[config.mk]
export PLATFORM = sky130hd
export DESIGN_NAME = uart_bus_master
export DESIGN_NICKNAME = d
export VERILOG_FILES = /design/src/rtl/uart_bus_master.sv
export SDC_FILE = /design/constraint.sdc
export NUM_CORES = 1
export LEC_CHECK = 0
export CAP_MARGIN = 20
export CORE_MARGIN = 3
export CORE_UTILIZATION = 50
export DETAILED_ROUTE_END_ITERATION = 12
export PLACE_DENSITY = 0.85
export SYNTH_ARGS = -nofsm -noshare
export SYNTH_HDL_FRONTEND = slang
export SYNTH_SLANG_ARGS = --single-unit
[constraint.sdc]
create_clock -name clk -period 2.3 [get_ports clk]
set_input_delay 0.46 -clock clk [delete_from_list [all_inputs] [get_ports clk]]
set_output_delay 0.46 -clock clk [all_outputs]
set_load 0.005 [all_outputs]
[src/rtl/uart_bus_master.sv]
// uart_bus_master: serial debug bridge that turns host command frames on
// ser_rx into single 32-bit PicoRV32 native-bus transactions and returns
// the result on ser_tx.
module uart_bus_master #(
    parameter int BAUD_DIV     = 104,
    parameter int BUS_TIMEOUT  = 1024,
    parameter int IDLE_TIMEOUT = 1000000
) (
    input  logic        clk,
    input  logic        resetn,
    input  logic        ser_rx,
    output logic        ser_tx,
    output logic        mem_valid,
    output logic [31:0] mem_addr,
    output logic [31:0] mem_wdata,
    output logic [3:0]  mem_wstrb,
    input  logic        mem_ready,
    input  logic [31:0] mem_rdata,
    output logic        busy
);

    localparam int BW = $clog2(BAUD_DIV + 1);
    localparam int TW = $clog2(BUS_TIMEOUT + 1);
    localparam int IW = $clog2(IDLE_TIMEOUT + 1);

    localparam logic [BW-1:0] BIT_LAST  = BW'(BAUD_DIV - 1);
    localparam logic [BW-1:0] HALF_LAST = BW'(BAUD_DIV / 2 - 1);
    localparam logic [TW-1:0] BUS_LAST  = TW'(BUS_TIMEOUT - 1);
    localparam logic [IW-1:0] IDLE_LAST = IW'(IDLE_TIMEOUT - 1);

    localparam logic [1:0] RX_IDLE  = 2'd0;
    localparam logic [1:0] RX_START = 2'd1;
    localparam logic [1:0] RX_DATA  = 2'd2;
    localparam logic [1:0] RX_STOP  = 2'd3;

    localparam logic [2:0] S_IDLE = 3'd0;
    localparam logic [2:0] S_ADDR = 3'd1;
    localparam logic [2:0] S_DATA = 3'd2;
    localparam logic [2:0] S_BUS  = 3'd3;
    localparam logic [2:0] S_RESP = 3'd4;

    // receiver state
    logic          rx_meta, rx_sync, rx_prev;
    logic [1:0]    rx_state;
    logic [BW-1:0] rx_cnt;
    logic [2:0]    rx_bitn;
    logic [7:0]    rx_shift;
    logic          rx_strobe;

    // parser / transmitter state
    logic [2:0]    state;
    logic          is_write;
    logic [1:0]    byte_cnt;
    logic [IW-1:0] idle_tmr;
    logic [TW-1:0] bus_tmr;
    logic [31:0]   resp_buf;
    logic [2:0]    resp_left;
    logic          tx_active;
    logic [BW-1:0] tx_cnt;
    logic [3:0]    tx_bit;

    assign busy = (state != S_IDLE);

    // Receiver: 2-flop synchroniser, start-edge detect, mid-bit sampling.
    always_ff @(posedge clk) begin
        if (!resetn) begin
            rx_meta   <= 1'b1;
            rx_sync   <= 1'b1;
            rx_prev   <= 1'b1;
            rx_state  <= RX_IDLE;
            rx_cnt    <= '0;
            rx_bitn   <= '0;
            rx_shift  <= '0;
            rx_strobe <= 1'b0;
        end else begin
            rx_meta   <= ser_rx;
            rx_sync   <= rx_meta;
            rx_prev   <= rx_sync;
            rx_strobe <= 1'b0;
            case (rx_state)
                RX_IDLE: begin
                    if (rx_prev && !rx_sync) begin
                        rx_state <= RX_START;
                        rx_cnt   <= '0;
                    end
                end
                RX_START: begin
                    if (rx_cnt == HALF_LAST) begin
                        rx_cnt   <= '0;
                        rx_bitn  <= '0;
                        rx_state <= rx_sync ? RX_IDLE : RX_DATA;
                    end else begin
                        rx_cnt <= rx_cnt + 1'b1;
                    end
                end
                RX_DATA: begin
                    if (rx_cnt == BIT_LAST) begin
                        rx_cnt   <= '0;
                        rx_shift <= {rx_sync, rx_shift[7:1]};
                        rx_bitn  <= rx_bitn + 1'b1;
                        if (rx_bitn == 3'd7)
                            rx_state <= RX_STOP;
                    end else begin
                        rx_cnt <= rx_cnt + 1'b1;
                    end
                end
                default: begin
                    if (rx_cnt == BIT_LAST) begin
                        rx_cnt    <= '0;
                        rx_state  <= RX_IDLE;
                        rx_strobe <= rx_sync;
                    end else begin
                        rx_cnt <= rx_cnt + 1'b1;
                    end
                end
            endcase
        end
    end

    // Command parser, bus initiator and response transmitter.
    always_ff @(posedge clk) begin
        if (!resetn) begin
            state     <= S_IDLE;
            is_write  <= 1'b0;
            byte_cnt  <= '0;
            idle_tmr  <= '0;
            bus_tmr   <= '0;
            mem_valid <= 1'b0;
            mem_addr  <= '0;
            mem_wdata <= '0;
            mem_wstrb <= '0;
            resp_buf  <= '0;
            resp_left <= '0;
            tx_active <= 1'b0;
            tx_cnt    <= '0;
            tx_bit    <= '0;
            ser_tx    <= 1'b1;
        end else begin
            case (state)
                S_IDLE: begin
                    if (rx_strobe) begin
                        byte_cnt <= '0;
                        idle_tmr <= '0;
                        if (rx_shift == 8'h57) begin
                            is_write <= 1'b1;
                            state    <= S_ADDR;
                        end else if (rx_shift == 8'h52) begin
                            is_write <= 1'b0;
                            state    <= S_ADDR;
                        end else begin
                            resp_buf  <= 32'h0000_003F;
                            resp_left <= 3'd1;
                            state     <= S_RESP;
                        end
                    end
                end
                S_ADDR, S_DATA: begin
                    if (rx_strobe) begin
                        // little-endian: shifting in from the top leaves byte 0 at [7:0]
                        idle_tmr <= '0;
                        byte_cnt <= byte_cnt + 1'b1;
                        if (state == S_ADDR)
                            mem_addr <= {rx_shift, mem_addr[31:8]};
                        else
                            mem_wdata <= {rx_shift, mem_wdata[31:8]};
                        if (byte_cnt == 2'd3) begin
                            if (state == S_ADDR && is_write) begin
                                state <= S_DATA;
                            end else begin
                                state     <= S_BUS;
                                mem_valid <= 1'b1;
                                mem_wstrb <= {4{is_write}};
                                bus_tmr   <= '0;
                            end
                        end
                    end else if (idle_tmr == IDLE_LAST) begin
                        state <= S_IDLE;
                    end else begin
                        idle_tmr <= idle_tmr + 1'b1;
                    end
                end
                S_BUS: begin
                    // ready on the timeout edge still wins
                    if (mem_ready) begin
                        mem_valid <= 1'b0;
                        state     <= S_RESP;
                        if (is_write) begin
                            resp_buf  <= 32'h0000_004B;
                            resp_left <= 3'd1;
                        end else begin
                            resp_buf  <= mem_rdata;
                            resp_left <= 3'd4;
                        end
                    end else if (bus_tmr == BUS_LAST) begin
                        mem_valid <= 1'b0;
                        resp_buf  <= 32'h0000_0054;
                        resp_left <= 3'd1;
                        state     <= S_RESP;
                    end else begin
                        bus_tmr <= bus_tmr + 1'b1;
                    end
                end
                S_RESP: begin
                    if (!tx_active) begin
                        tx_active <= 1'b1;
                        tx_cnt    <= '0;
                        tx_bit    <= '0;
                        ser_tx    <= 1'b0;
                    end else if (tx_cnt == BIT_LAST) begin
                        tx_cnt <= '0;
                        if (tx_bit == 4'd9) begin
                            if (resp_left == 3'd1) begin
                                tx_active <= 1'b0;
                                state     <= S_IDLE;
                            end else begin
                                resp_buf  <= {8'h00, resp_buf[31:8]};
                                resp_left <= resp_left - 1'b1;
                                tx_bit    <= '0;
                                ser_tx    <= 1'b0;
                            end
                        end else begin
                            tx_bit <= tx_bit + 1'b1;
                            ser_tx <= (tx_bit == 4'd8) ? 1'b1 : resp_buf[tx_bit[2:0]];
                        end
                    end else begin
                        tx_cnt <= tx_cnt + 1'b1;
                    end
                end
                default: state <= S_IDLE;
            endcase
        end
    end

endmodule

==> results of run 1 <==
==> area by class of cell <==
cell class	count	share of cell area, %
clock buffers	18	4.43
clock inverters	13	1.41
inverters	16	0.605
multi-input cells	675	42.1
flip-flops and latches	175	35.3
well taps	211	2.66
repair buffers	140	13.5
==> layout by cell type, fill, tap and decap left out, types with 14 or more instances in the layout <==
| cell type | count |
|---|---|
| a22oi_1 | 18 |
| nor2b_1 | 19 |
| inv_1 | 14 |
| buf_4 | 33 |
| nand3_1 | 43 |
| nand4_1 | 18 |
| clkdlybuf4s50_1 | 105 |
| dfxtp_1 | 175 |
| nand2_1 | 203 |
| a21boi_1 | 68 |
| mux2i_1 | 14 |
| clkbuf_16 | 17 |
| o211a_1 | 19 |
| nor2_1 | 26 |
| a21oi_1 | 25 |
| o21ai_0 | 20 |
| o21ai_1 | 20 |
==> final timing paths <==
path / end / slack (ns) / cells after the start
hold reg to reg: rx_sync / 0.44 / 1
hold / removal: rx_prev / 0.34 / 2
setup / recovery: busy / 0.06 / 2
setup reg to reg: bus_tmr[3] / 0.21 / 5
==> where the power goes <==
group          switching, W  leakage [nW]  internal, W  total, W
Sequential       0.00000886          1.41      0.00304   0.00305
Clock               0.00122         0.286      0.00163   0.00284
Combinational     0.0000917          1.86     0.000104  0.000195
Total               0.00132          3.55      0.00477   0.00608
==> worst max-delay path, cell delays in order (launching register included) <==
cell and delay [ns]:
dfxtp_1 0.44, or3_1 0.45, clkdlybuf4s50_1 0.46
==> flip-flops by register name, summed over array words and instances (netlist names), 2 cells and up <==
name / flops
tx_bit: 4
bus_tmr: 11
rx_shift: 8
byte_cnt: 2
state: 3
resp_buf: 32
idle_tmr: 20
rx_cnt: 7
rx_bitn: 3
tx_cnt: 7
mem_wdata: 32
mem_addr: 32
resp_left: 3
rx_state: 2
==> per-layer routing <==
| layer | share of wire (%) | up-vias | global-route usage, % |
|---|---|---|---|
| met5 | 0 | - | 0 |
| met4 | 0.92 | 0 | 5.25 |
| met3 | 5.1 | 18 | 4.83 |
| met2 | 50 | 195 | 35.1 |
| met1 | 44 | 3372 | 27.8 |
| li1 | - | 3494 | - |
==> cell usage after synthesis (all sizes together) (3+ instances only) <==
cell / count
a211oi: 3
a21boi: 73
a21oi: 25
a22oi: 19
a2bb2oi: 3
a32o: 3
and2: 10
and3: 4
and4: 4
buf: 22
clkbuf: 47
dfxtp: 175
ha: 12
inv: 15
mux2i: 14
nand2: 203
nand2b: 6
nand3: 44
nand3b: 7
nand4: 18
nand4b: 3
nor2: 28
nor2b: 19
nor3: 10
nor3b: 8
nor4b: 3
o211a: 20
o211ai: 11
o21a: 5
o21ai: 40
o31ai: 8
or3: 9
or4: 10
xnor2: 6
xor2: 9
==> logic make-up after synthesis <==
kind of cell | Yosys count
simple gates | 400
buf+inv | 85
fa+ha+maj | 12
flops | 175
compound gates | 231
xor+xnor | 15
mux | 17
==> through the flow <==
stage	total power, W	instance area [sq um]
after floorplan	0.00322	8040
after global placement	0.00331	9340
after detailed placement	0.00331	9340
after CTS	0.00613	9920
after global routing	0.00628	9920
final	0.00608	9920
==> impl_metrics.py, run 1 <==
metrics = {
    "logic_synthesis": {
        "synth_seq_area_share_pct": 43.6,
        "avgSynthCellArea_sq_um": 8.60,
        "synth_fa_ha_area_share_pct": 1.87,
        "yosys-top-cells-area": "dfxtp_1 44%, nand2_1 9.5%, a21boi_1 6.4%",
        "async_flop_share_pct": 0,
        "synth_cells": 935,
        "synth_edf_count": 0,
        "yosys.area.top_type_share_pct": 43.6,
        "synth-simple-area-share_pct": 24.6,
        "synth_xor_area_share_pct": 1.73,
        "synth_seq_cells": 175,
        "ys_warn_count": 0,
        "synth_cell_type_count": 78,
        "synthMuxAreaShare_pct": 2.44,
        "synth_top_family_by_area": "simple AND/OR/NAND/NOR gates",
        "netlist_area_sq_mm": 0.00804,
        "synth_compound_area_share_pct": 21.1,
        "synth_nets": 983,
        "yosysTopAreaCell": "dfxtp_1",
        "synth_ff_type": "dfxtp_1",
    },
    "placement": {
        "dp.cells": 1217,
        "hpwl_um": 12800,
        "pre_cts_slack_ns": 0.0781,
        "gp_congestion": 0.842,
        "portBuffers": 106,
    },
    "final_layout": {
        "finalNonFillerCells": 1248,
        "regArea_sq_mm": 0.00350,
        "multi_input_area_sq_mm": 0.00417,
        "antennaDiodeCount": 0,
        "nFillCells": 1249,
        "nets": 1073,
        "layout-drive-gt1-share_pct": 8.10,
        "utilization_pct": 64.1,
        "syn2layout_area_growth_pct": 23.4,
    },
    "sta": {
        "grt_setup_unrepaired": "no",
        "slew_headroom_pct": 65.0,
        "fin_tns_setup_ns": 0,
        "setup_viol": 0,
        "fin_crit_ns": 2.24,
        "tightest_slew_ns": 0.520,
        "fin_hold_ws_ns": 0.338,
        "fin_crit_sh_pct": 97.5,
        "hold_viol": 0,
        "skew_ns": 0.00909,
        "max_freq_mhz": 446,
        "setup_slack_ns": 0.0579,
        "slew_viol_final": 0,
    },
    "floorplan": {
        "num_rows": 45,
        "io_pins": 107,
        "core_area_sq_mm": 0.0155,
        "die_area_sq_mm": 0.0176,
        "die_w_um": 133,
        "start_util_pct": 51.9,
        "die_height_um": 133,
    },
    "cts": {
        "cts-root-buf": "clkbuf_16",
        "cts_resized": 0,
        "clock_sinks": 175,
        "htreeDepth": 4,
        "holdBufCountCts": 0,
        "cts_tree": "done",
        "clk_pin_slew_ns": 0.06,
        "insertion_delay_ns": 0.43,
        "cts_setup_buffers": 0,
        "cts.path.max_buffers": 2,
        "numCtsBuffers": 17,
    },
    "worst_setup_path": {
        "cp-end-kind": "output port",
        "crit_path_start_kind": "flop",
        "rr_startpoint": "state[0]",
        "crit_required_ns": 1.84,
        "arrival_ns": 1.78,
        "startpoint": "state[2]",
        "critPathKind": "reg2out",
        "crit_fanout": 14,
    },
    "global_routing": {
        "grt_max_degree": 57,
        "grt_first_pass_wirelength_um": 31100,
        "grt_usage_pct": 21.1,
        "grt_pass1_vias": 6446,
        "grt_antenna_before_repair": 0,
        "grt-ovfl-total": 0,
    },
    "hold_path": {
        "hp-start": "resetn",
        "hp-class": "in2reg",
    },
    "routing": {
        "first_iter_violations": 658,
        "viasPerCell": 5.67,
        "dr_total_vias": 7079,
        "wl_per_cell_um": 15.2,
        "drt-total-wl_um": 18900,
        "postRouteAntennaNets": 0,
        "dr.pass1.iters": 5,
        "drc": 0,
    },
    "power": {
        "vdd_drop_max_mv": 0.532,
        "pwr_density_cell_mw_per_mm2": 613,
        "leakage_nw": 3.55,
    },
    "flow_run": {
        "maxCapViolations": 0,
    },
    "outcome": {
        "status": "completed",
    },
}
(Power assumes the default switching activity.)
==> run 2, diff against run 1 <==
Settings changed: TNS_END_PERCENT set to 5.
==> results of run 2 <==
Final layout, timing and power as in run 1 (identical DEF).
